$ cat src/rtl/mdu_hilo_if.sv
// mdu_hilo_if: operand/request and HI/LO/status bundle between core and mdu_hilo.
interface mdu_hilo_if #(parameter int WIDTH = 32);
  logic             start;
  logic [1:0]       op;
  logic             sgn;
  logic [WIDTH-1:0] src_a;
  logic [WIDTH-1:0] src_b;
  logic [WIDTH-1:0] hi;
  logic [WIDTH-1:0] lo;
  logic             busy;
  logic             done;
  logic             dz;
  modport master (output start, op, sgn, src_a, src_b, input hi, lo, busy, done, dz);
  modport slave  (input start, op, sgn, src_a, src_b, output hi, lo, busy, done, dz);
endinterface

$ cat src/rtl/mdu_hilo.sv
// mdu_hilo: iterative shift-add multiply / restoring divide with HI/LO registers.
// Signed arithmetic (sgn=1) is built only when MDU_SIGNED_EN is defined.
module mdu_hilo #(parameter int WIDTH = 32) (
  input logic       clk,
  input logic       rst,
  mdu_hilo_if.slave bus
);
  typedef enum logic [1:0] {IDLE, RUN, DONE} state_t;
  localparam int CW = $clog2(WIDTH + 1);
  state_t               state_q;
  logic [WIDTH:0]       r_q, r_d, sum, shl, diff;
  logic [WIDTH-1:0]     s_q, s_d, m_q, hi_q, lo_q, a_mag, b_mag, q_fix, rem_fix;
  logic [2*WIDTH-1:0]   prod, prod_fix;
  logic [CW-1:0]        cnt_q;
  logic                 div_q, neg_q, rneg_q, bz_q, busy_q, done_q, dz_q, sa, sb;
`ifdef MDU_SIGNED_EN
  assign sa = bus.sgn & bus.src_a[WIDTH-1];
  assign sb = bus.sgn & bus.src_b[WIDTH-1];
`else
  assign sa = 1'b0;
  assign sb = 1'b0;
`endif
  assign a_mag = sa ? -bus.src_a : bus.src_a;
  assign b_mag = sb ? -bus.src_b : bus.src_b;
  // r_q/s_q form {upper, lower} of the product, or {remainder, dividend/quotient}
  always_comb begin
    sum      = {1'b0, r_q[WIDTH-1:0]} + (s_q[0] ? {1'b0, m_q} : '0);
    shl      = {r_q[WIDTH-1:0], s_q[WIDTH-1]};
    diff     = shl - {1'b0, m_q};
    r_d      = div_q ? (diff[WIDTH] ? shl : diff) : {1'b0, sum[WIDTH:1]};
    s_d      = div_q ? {s_q[WIDTH-2:0], ~diff[WIDTH]} : {sum[0], s_q[WIDTH-1:1]};
    prod     = {r_d[WIDTH-1:0], s_d};
    prod_fix = neg_q ? -prod : prod;
    q_fix    = bz_q ? '1 : (neg_q ? -s_d : s_d);
    rem_fix  = rneg_q ? -r_d[WIDTH-1:0] : r_d[WIDTH-1:0];
  end
  always_ff @(posedge clk or negedge rst) begin
    if (!rst) begin
      state_q <= IDLE;
      r_q     <= '0;
      s_q     <= '0;
      m_q     <= '0;
      hi_q    <= '0;
      lo_q    <= '0;
      cnt_q   <= '0;
      div_q   <= 1'b0;
      neg_q   <= 1'b0;
      rneg_q  <= 1'b0;
      bz_q    <= 1'b0;
      busy_q  <= 1'b0;
      done_q  <= 1'b0;
      dz_q    <= 1'b0;
    end else begin
      done_q <= 1'b0;
      if (state_q == RUN) begin
        r_q   <= r_d;
        s_q   <= s_d;
        cnt_q <= cnt_q - CW'(1);
        if (cnt_q == CW'(1)) begin
          state_q      <= DONE;
          busy_q       <= 1'b0;
          done_q       <= 1'b1;
          dz_q         <= div_q & bz_q;
          {hi_q, lo_q} <= div_q ? {rem_fix, q_fix} : prod_fix;
        end
      end else begin
        state_q <= IDLE;
        if (bus.start) begin
          if (bus.op[1]) begin
            if (bus.op[0]) lo_q <= bus.src_a;
            else hi_q <= bus.src_a;
          end else begin
            state_q <= RUN;
            busy_q  <= 1'b1;
            cnt_q   <= CW'(WIDTH);
            div_q   <= bus.op[0];
            neg_q   <= sa ^ sb;
            rneg_q  <= sa;
            bz_q    <= (bus.src_b == '0);
            m_q     <= b_mag;
            s_q     <= a_mag;
            r_q     <= '0;
          end
        end
      end
    end
  end
  assign bus.hi   = hi_q;
  assign bus.lo   = lo_q;
  assign bus.busy = busy_q;
  assign bus.done = done_q;
  assign bus.dz   = dz_q;
endmodule

$ cat src/flat_wrapper.sv
// flat-port wrapper written by rule: the top's interface ports become plain ports
module mdu_hilo_flat 
#(parameter int WIDTH = 32)
  (clk, rst, bus_start, bus_op, bus_sgn, bus_src_a, bus_src_b, bus_hi, bus_lo, bus_busy, bus_done, bus_dz);
  mdu_hilo_if #(.WIDTH(WIDTH)) bus_i ();
  input logic clk;
  input logic rst;
  input wire logic [$bits(bus_i.start)-1:0] bus_start;
  input wire logic [$bits(bus_i.op)-1:0] bus_op;
  input wire logic [$bits(bus_i.sgn)-1:0] bus_sgn;
  input wire logic [$bits(bus_i.src_a)-1:0] bus_src_a;
  input wire logic [$bits(bus_i.src_b)-1:0] bus_src_b;
  output wire logic [$bits(bus_i.hi)-1:0] bus_hi;
  output wire logic [$bits(bus_i.lo)-1:0] bus_lo;
  output wire logic [$bits(bus_i.busy)-1:0] bus_busy;
  output wire logic [$bits(bus_i.done)-1:0] bus_done;
  output wire logic [$bits(bus_i.dz)-1:0] bus_dz;
  assign bus_i.start = bus_start;
  assign bus_i.op = bus_op;
  assign bus_i.sgn = bus_sgn;
  assign bus_i.src_a = bus_src_a;
  assign bus_i.src_b = bus_src_b;
  assign bus_hi = bus_i.hi;
  assign bus_lo = bus_i.lo;
  assign bus_busy = bus_i.busy;
  assign bus_done = bus_i.done;
  assign bus_dz = bus_i.dz;
  mdu_hilo #(.WIDTH(WIDTH)) u_core (.clk(clk), .rst(rst), .bus(bus_i));
endmodule
$ cat config.mk
export PLATFORM = sky130hd
export DESIGN_NAME = mdu_hilo_flat
export DESIGN_NICKNAME = d
export VERILOG_FILES = /design/src/rtl/mdu_hilo_if.sv /design/src/rtl/mdu_hilo.sv /design/src/flat_wrapper.sv
export SDC_FILE = /design/constraint.sdc
export NUM_CORES = 1
export LEC_CHECK = 0
export ABC_AREA = 1
export BUFFER_PORTS_ARGS = -buffer_cell sky130_fd_sc_hd__buf_2
export CAP_MARGIN = 20
export CORE_MARGIN = 10
export CORE_UTILIZATION = 49
export DETAILED_ROUTE_END_ITERATION = 8
export PLACE_DENSITY = 0.69
export SYNTH_ARGS = -nofsm -noshare
export SYNTH_HDL_FRONTEND = slang
export SYNTH_SLANG_ARGS = --single-unit
$ cat constraint.sdc
create_clock -name clk -period 3.9 [get_ports clk]
set_clock_uncertainty 0.1 [all_clocks]
set_input_delay 0 -clock clk [delete_from_list [all_inputs] [get_ports clk]]
set_output_delay 0 -clock clk [all_outputs]
set_load 0.1 [all_outputs]
==> impl_metrics.ini, run 1 <==
[die]
coreArea_um2 = 26100
start_util = 0.499
die_h_um = 183
ioPinCount = 137
row_count = 59
die_w_um = 183
dieArea_um2 = 33400

[run]
drv_cap = 0

[sta]
finalSetupViolCount = 0
worst_pin_slew_ns = 0.868
finalSetupTns_ns = 0
slew_headroom = 0.422
finalMaxSlewViolations = 0
fin_crit_sh = 0.798
min_period_ns = 3.11
layout_setup_ws_ns = 0.787
rsz0062_at_grt = false
hold_viol = 0
fmax_mhz = 321

[clock_network]
post_cts_buffers = 0
cts_resized = 0
clk_latency_ns = 0.45
clockBufferDepth = 2
root_buffer = clkbuf_16
cts_buffers = 17
cts.sinks = 173
tritoncts = done
clk_pin_slew_ns = 0.08
cts.htree.levels = 4

[synthesis]
syn_avg_cell_area_um2 = 6.37
synth.distinct_cells = 44
ys_seq_area_frac = 0.333
synth_area_um2 = 13000
synth_fp_nets = 2177
ys_warn_count = 0
synth_edf_count = 0
synth_seq_cells = 173
synthCells = 2039
synth_ff_type = dfrtp_1
synthArstFlopShare = 1.00

[finish]
final_cell_mix = nand2_1, inv_1, nor2_1
syn_to_final_growth_pct = 17.3
fin_nets = 2354
fill_cells = 2595
final_core_util = 0.585
drive_gt1_frac = 0.0974
diodes = 0
mostFrequentLayoutCell = nand2_1

[global_routing]
antenna_found_initial = 0
gr-usage-met1 = 0.332
grt_first_pass_wirelength_um = 68900
grt_max_degree = 89
grt-busiest-layer = met2
first_global_vias = 12883
gr-total-overflow = 0
grtUsageMet3 = 0.0372
grt.total_usage = 0.256
grt_use_met2 = 0.432

[placed_design]
place_ws_ns = 0.855
hpwl_um = 33000
port-buffer-count = 135
gp_congestion = 0.976

[critical_path]
cp-start-kind = register
arrival_ns = 3.32
cp.required_ns = 4.11
endpoint_kind = register
cp_max_fo = 25
critPathKind = register to register

[routing]
firstDrtPassIters = 8
drc = 0
post_drt_via_cell_ratio = 5.23
wl_um = 43100
wire_per_inst_um = 16.8
vias = 13399
drt-initial-drc-count = 1205
postRouteAntennaNets = 0

[status]
outcome = complete, no violations

[worst_hold_path]
hold_path_class = input port to asynchronous set/reset pin
-- metrics by stage --
stage	instance area, um2	hold slack [ns]	instances
after CTS	15200	0.115	2561
after global placement	13900	0.0212	2461
after floorplan	13000	-0.396	2039
final	15200	0.0804	2563
after global routing	15200	0.162	2563
after detailed placement	13900	0.0201	2461
-- cell families (layout without fill, tap and decap cells) --
group,Yosys count,in the layout,share of synthesized area
buffers and inverters,414,603,0.125
and+or+nand+nor,999,999,0.316
adders and majority gates,68,68,0.0666
DFF,173,173,0.333
AOI/OAI and AO/OA,366,366,0.146
xor gates and xnor gates,19,19,0.0128
-- synth_stat cells (2+ instances only) --
master,count,area share
o21a_1,6,0.0035
xor2_1,15,0.010
nor2_4,3,0.0026
nand4_1,16,0.0077
or2_2,2,0.00096
ha_1,66,0.064
dfrtp_1,173,0.33
nor4_1,9,0.0043
nor3_1,8,0.0031
a31oi_1,3,0.0014
nand3b_1,8,0.0046
o21ai_0,135,0.052
buf_6,5,0.0043
xnor2_1,4,0.0027
fa_1,2,0.0031
inv_1,348,0.10
o21ai_1,19,0.0073
a21oi_1,187,0.072
nor2_2,4,0.0019
buf_2,9,0.0035
nand3_2,2,0.0015
nand3_1,94,0.036
o21bai_1,4,0.0023
a21o_1,4,0.0023
clkbuf_1,45,0.013
nor2_1,199,0.057
buf_1,3,0.00087
a21oi_2,2,0.0013
nand2_4,4,0.0035
nand2_2,9,0.0043
nand2_1,637,0.18
clkinv_1,2,0.00058
-- layout make-up --
type,count,area (um2),share of cell area
timing repair buffer,222,1550,0.102
clock inverter,14,150,0.00985
tap,335,419,0.0275
multi-input combinational,1452,7060,0.463
inverter,350,1310,0.0862
sequential,173,4330,0.284
clock buffer,17,425,0.0279
-- path summary, 6_finish.rpt --
check / to / cells after the start / from / slack (ns)
max in group asynchronous: u_core.r_q[28] / 3 / rst / 2.57
hold reg to reg: u_core.s_q[13] / 2 / u_core.s_q[13] / 0.39
min in group clk: u_core.bus.hi[30] / 7 / bus_start / 0.15
hold / removal: u_core.m_q[6] / 2 / rst / 0.08
setup / recovery: u_core.r_q[31] / 18 / u_core.m_q[0] / 0.79
setup reg to reg: u_core.r_q[31] / 18 / u_core.m_q[0] / 0.79
-- flip-flops by register name, summed over array words and instances, names as in the netlist --
register,flops
u_core.bus.hi,32
u_core.bus.busy,1
u_core.bz_q,1
u_core.cnt_q,6
u_core.bus.done,1
u_core.m_q,32
u_core.bus.dz,1
u_core.r_q,32
u_core.state_q,2
u_core.bus.lo,32
u_core.div_q,1
u_core.s_q,32
-- per-layer routing --
metal  up-vias  routed length (um)
li1       6735                   -
met1      6194               19200
met2       406               20400
met3        64                2380
met4         0                1070
met5         -                   0
-- critical path, stage by stage, from the launching register on --
cell and delay [ns]:
dfrtp_1 0.45, ha_1 0.26, fa_1 0.42, inv_1 0.07
nand2_1 0.05, nand2_1 0.16, nand3_2 0.10, nand2_2 0.13
nand2_2 0.06, nand2_2 0.12, nand2_4 0.10, nand2_4 0.08
nand2_2 0.06, nand2_4 0.28, nand2_1 0.09, nand3_1 0.09
nand2_1 0.07, nand2_1 0.15, o21ai_0 0.15
-- what timing repair did --
item | 4_1_cts | 5_1_grt
hold endpoints to repair | 215 | 0
hold buffers | 69 | 0
endpoints found under the setup margin | 0 | 0
Power of run 1 is left out: the tool's default activity adds up to more than one toggle a clock period on the data nets, which glitch-free logic cannot reach.
==> run 2, diff against run 1 <==
--- a/config.mk
+++ b/config.mk
@@ -11,7 +11,7 @@
 export CORE_MARGIN = 10
 export CORE_UTILIZATION = 49
 export DETAILED_ROUTE_END_ITERATION = 8
-export PLACE_DENSITY = 0.69
+export PLACE_DENSITY = 0.72
 export SYNTH_ARGS = -nofsm -noshare
 export SYNTH_HDL_FRONTEND = slang
 export SYNTH_SLANG_ARGS = --single-unit
==> constraint.sdc (replaced) <==
create_clock -name clk -period 2.6 [get_ports clk]
set_clock_uncertainty 0.1 [all_clocks]
set_input_delay 0 -clock clk [delete_from_list [all_inputs] [get_ports clk]]
set_output_delay 0 -clock clk [all_outputs]
set_load 0.1 [all_outputs]
==> impl_metrics.ini, run 2 (same netlist as run 1, synthesis figures left out) <==
[routing]
firstDrtPassIters = 6
postRouteAntennaNets = 0
vias = 14774
wire_per_inst_um = 18.1
drc = 0
drt-initial-drc-count = 1452
post_drt_via_cell_ratio = 5.37
wl_um = 50000

[die]
ioPinCount = 137
coreArea_um2 = 26100
start_util = 0.499
die_w_um = 183
row_count = 59
die_h_um = 183
dieArea_um2 = 33400

[finish]
syn_to_final_growth_pct = 40.3
final_cell_mix = nand2_1, inv_1, buf_4
drive_gt1_frac = 0.266
fin_nets = 2544
diodes = 0
mostFrequentLayoutCell = nand2_1
fill_cells = 2220

[placed_design]
port-buffer-count = 135
hpwl_um = 35700
gp_congestion = 0.985
place_ws_ns = -0.288

[clock_network]
clk_latency_ns = 0.45
tritoncts = done
clk_pin_slew_ns = 0.08
clockBufferDepth = 2
cts.sinks = 173
cts.htree.levels = 4
cts_buffers = 17
root_buffer = clkbuf_16

[global_routing]
first_global_vias = 14057
antenna_found_initial = 0
grt.total_usage = 0.279
gr-total-overflow = 0
gr-usage-met1 = 0.352
grt-busiest-layer = met2
grt_max_degree = 66
grt_first_pass_wirelength_um = 74200
grt_use_met2 = 0.471
grtUsageMet3 = 0.0386

[run]
drv_cap = 0

[sta]
finalSetupTns_ns = -2.02
worst_pin_slew_ns = 0.818
layout_setup_ws_ns = -0.110
min_period_ns = 2.71
finalMaxSlewViolations = 0
finalSetupViolCount = 49
rsz0062_at_grt = true
fin_crit_sh = 1.04
hold_viol = 0
fmax_mhz = 369
slew_headroom = 0.450

[critical_path]
path_delay_family = compound AO/OA/AOI/OAI gates
cp.required_ns = 2.86
rrSetupSlack_ns = -0.11
critPathSlowestCell = dfrtp_2
critPathKind = register to register
arrival_ns = 2.97
slowest_delay_ns = 0.53
crit_chain = clkbuf_16 -> nand2_1 -> inv_1 -> ha_4 -> a21oi_2 -> o21ai_2 -> buf_4 -> a21oi_2 -> nand2_4 -> a21oi_1 -> o21ai_0 -> buf_4 -> nand2_1 -> nand2_1 -> a21oi_2
endpoint_kind = register
critPathBufInv = 4
cp-start-kind = register
cp_max_fo = 8

[status]
failed_checks = setup timing
outcome = finished with violations

[worst_hold_path]
hold_path_class = input port to asynchronous set/reset pin
[run 2: cell types whose count changed in the layout (fill, tap and decap cells not counted), moves of 15 or more]
cell     previous run  this run
nand2_1           636       581
a21oi_1           187       138
nor2_2              3        22
ha_1               66        17
buf_4              16       180
a21oi_2             2        48
o21ai_1            19        35
nor2_1            199       171
inv_2               0        18
nand3_1            94        79
inv_1             347       330
ha_4                0        44
o21ai_0           135       113
nand2_2            10        55
[run 2: timing repair]
action                     in CTS  in global routing
pin swaps                       7                 44
hold buffers                   70                  0
setup buffers                   8                 23
gates cloned                    4                  6
hold endpoints to repair      304                  0
setup endpoints to repair      66                 87
gates resized for setup        46                261
[run 2: path summary, 6_finish.rpt]
path,from,end,depth (start not counted)
worst max-delay path,u_core.s_q[0],u_core.bus.hi[13],15
worst min-delay path,rst,u_core.s_q[7],3
worst max register to register,u_core.s_q[0],u_core.bus.hi[13],15
worst min register to register,u_core.s_q[17],u_core.s_q[17],2
max in group asynchronous,rst,u_core.r_q[17],3
min in group clk,bus_start,u_core.bus.lo[30],6
[run 2: worst min-delay path, stage by stage]
cell           delay [ns]
dlygate4sd3_1        0.54
buf_6                0.17
buf_16               0.24
[run 2: routing by layer]
metal / vias up / routed length (um)
met5: - / 0
met4: 0 / 2340
met3: 116 / 3210
met2: 594 / 23800
met1: 6927 / 20700
li1: 7137 / -
[run 2: layout make-up]
type                            instances  area (um2)  share of cell area
Clock inverter                         14         148             0.00810
Sequential cell                       173        4340               0.238
Tap cell                              335         419              0.0230
Clock buffer                           17         425              0.0233
Multi-Input combinational cell       1459        8490               0.466
Inverter                              350        1310              0.0721
Timing Repair Buffer                  405        3090               0.170
[run 2: through the flow]
step | hold slack (ns) | util | instances | area, um2
final | 0.0322 | 0.700 | 2753 | 18200
after global routing | 0.0648 | 0.700 | 2753 | 18200
after CTS | 0.0405 | 0.643 | 2724 | 16700
after detailed placement | -0.124 | 0.581 | 2611 | 15100
after global placement | -0.130 | 0.581 | 2611 | 15100
after floorplan | -0.396 | - | 2039 | 13000
Power of run 2 is left out for the same reason.
==> run 3, diff against run 2 <==
--- a/config.mk
+++ b/config.mk
@@ -8,9 +8,10 @@
 export ABC_AREA = 1
 export BUFFER_PORTS_ARGS = -buffer_cell sky130_fd_sc_hd__buf_2
 export CAP_MARGIN = 20
-export CORE_MARGIN = 10
+export CORE_MARGIN = 5
 export CORE_UTILIZATION = 49
 export DETAILED_ROUTE_END_ITERATION = 8
+export GPL_TIMING_DRIVEN = 0
 export PLACE_DENSITY = 0.72
 export SYNTH_ARGS = -nofsm -noshare
 export SYNTH_HDL_FRONTEND = slang
==> impl_metrics.ini, run 3 (same netlist as run 1, synthesis figures left out) <==
[worst_hold_path]
hold_path_class = input port to asynchronous set/reset pin

[finish]
syn_to_final_growth_pct = 32.2
final_cell_mix = nand2_1, inv_1, nor2_1
mostFrequentLayoutCell = nand2_1
diodes = 0
drive_gt1_frac = 0.229
fill_cells = 2350
final_core_util = 0.659
fin_nets = 2452

[global_routing]
gr-total-overflow = 0
first_global_vias = 13538
antenna_found_initial = 0
grt_max_degree = 105
grt.total_usage = 0.320
grt_first_pass_wirelength_um = 75800

[clock_network]
clockBufferDepth = 2
root_buffer = clkbuf_16
clk_pin_slew_ns = 0.08
cts.sinks = 173
cts.htree.levels = 4
tritoncts = done
cts_buffers = 17
clk_latency_ns = 0.45

[sta]
min_period_ns = 2.85
finalMaxSlewViolations = 0
timing.hold.ws_ns = -0.0210
slew_headroom = 0.475
fin_crit_sh = 1.10
finalSetupViolCount = 65
layout_setup_ws_ns = -0.250
rsz0062_at_grt = true
worst_pin_slew_ns = 0.788
fmax_mhz = 351
hold_viol = 8

[die]
dieArea_um2 = 29900
die_h_um = 173
ioPinCount = 137
row_count = 59
start_util = 0.499
coreArea_um2 = 26100
die_w_um = 173

[placed_design]
place_ws_ns = -0.702
port-buffer-count = 135
gp_congestion = 0.992
hpwl_um = 37700

[critical_path]
slowest_delay_ns = 0.47
crit_chain = ha_4 -> fa_2 -> inv_1 -> nand2_1 -> nand2_2 -> nand3_2 -> nand2_4 -> nand2_4 -> nand2_4 -> nand2_4 -> nand2_4 -> nand2_4 -> nand2_8 -> clkbuf_16 -> nand2_1 -> nand3_1 -> nand2_1 -> nand2_2 -> o21ai_1
cp_max_fo = 7
path_delay_family = simple AND/OR/NAND/NOR gates
critPathSlowestCell = dfrtp_2
arrival_ns = 3.06
cp.required_ns = 2.81
endpoint_kind = register
critPathBufInv = 2
critPathKind = register to register
cp-start-kind = register
cpMostUsedCell = nand2_4

[status]
failed_checks = hold timing, setup timing
outcome = finished with violations

[routing]
post_drt_via_cell_ratio = 5.48
drt-initial-drc-count = 1625
firstDrtPassIters = 6
wire_per_inst_um = 19.0
vias = 14578
postRouteAntennaNets = 0
wl_um = 50600
drc = 0

[run]
drv_cap = 0
[run 3: changes by cell type in the layout (fill, tap and decap cells not counted), moves of 17 or more]
cell,delta
ha_4,-25
buf_4,-138
nand2_2,+36
nand2_4,+17
clkbuf_1,+37
nand2_1,-50
[run 3: final cells by class]
| type | instances | area (um2) | area share |
|---|---|---|---|
| Multi-Input combinational cell | 1453 | 8230 | 0.479 |
| Sequential cell | 173 | 4340 | 0.252 |
| Timing Repair Buffer | 256 | 1900 | 0.111 |
| Inverter | 350 | 1310 | 0.0764 |
| Clock buffer | 18 | 429 | 0.0250 |
| Tap cell | 335 | 419 | 0.0244 |
| Buffer | 63 | 382 | 0.0222 |
| Clock inverter | 14 | 173 | 0.0100 |
[run 3: what timing repair did]
action	4_1_cts	5_1_grt
setup endpoints to repair	68	104
pin swaps	30	46
setup buffers	30	16
resized for setup	174	191
hold endpoints to repair	280	0
cloned	2	5
hold buffers	68	0
[run 3: routing by layer]
layer	vias to the layer above	part of all wire	track usage
met1	6896	0.43	0.446
met5	-	0	0
li1	6951	-	-
met2	612	0.45	0.510
met3	119	0.073	0.0511
met4	0	0.039	0.107
[run 3: final timing paths]
kind                                     from                end  slack (ns)  cells past startpoint
worst max register to register  u_core.m_q[0]     u_core.r_q[15]       -0.25                     19
worst min register to register  u_core.s_q[1]      u_core.s_q[1]        0.39                      2
max in group asynchronous                 rst      u_core.m_q[0]        1.46                      3
worst min-delay path                      rst  u_core.state_q[0]       -0.02                      2
worst max-delay path            u_core.m_q[0]     u_core.r_q[15]       -0.25                     19
min in group clk                bus_src_b[29]        u_core.bz_q        0.18                      3
[run 3: stage by stage]
step	setup TNS (ns)	area, um2	std cells
6_report	-10.43	17200	2662
5_1_grt	-14.63	17200	2662
4_1_cts	-5.44	16300	2642
3_5_place_dp	-35.96	14100	2510
3_3_place_gp	-270.24	14100	2509
2_1_floorplan	0	13000	2039
Power of run 3 is left out for the same reason.
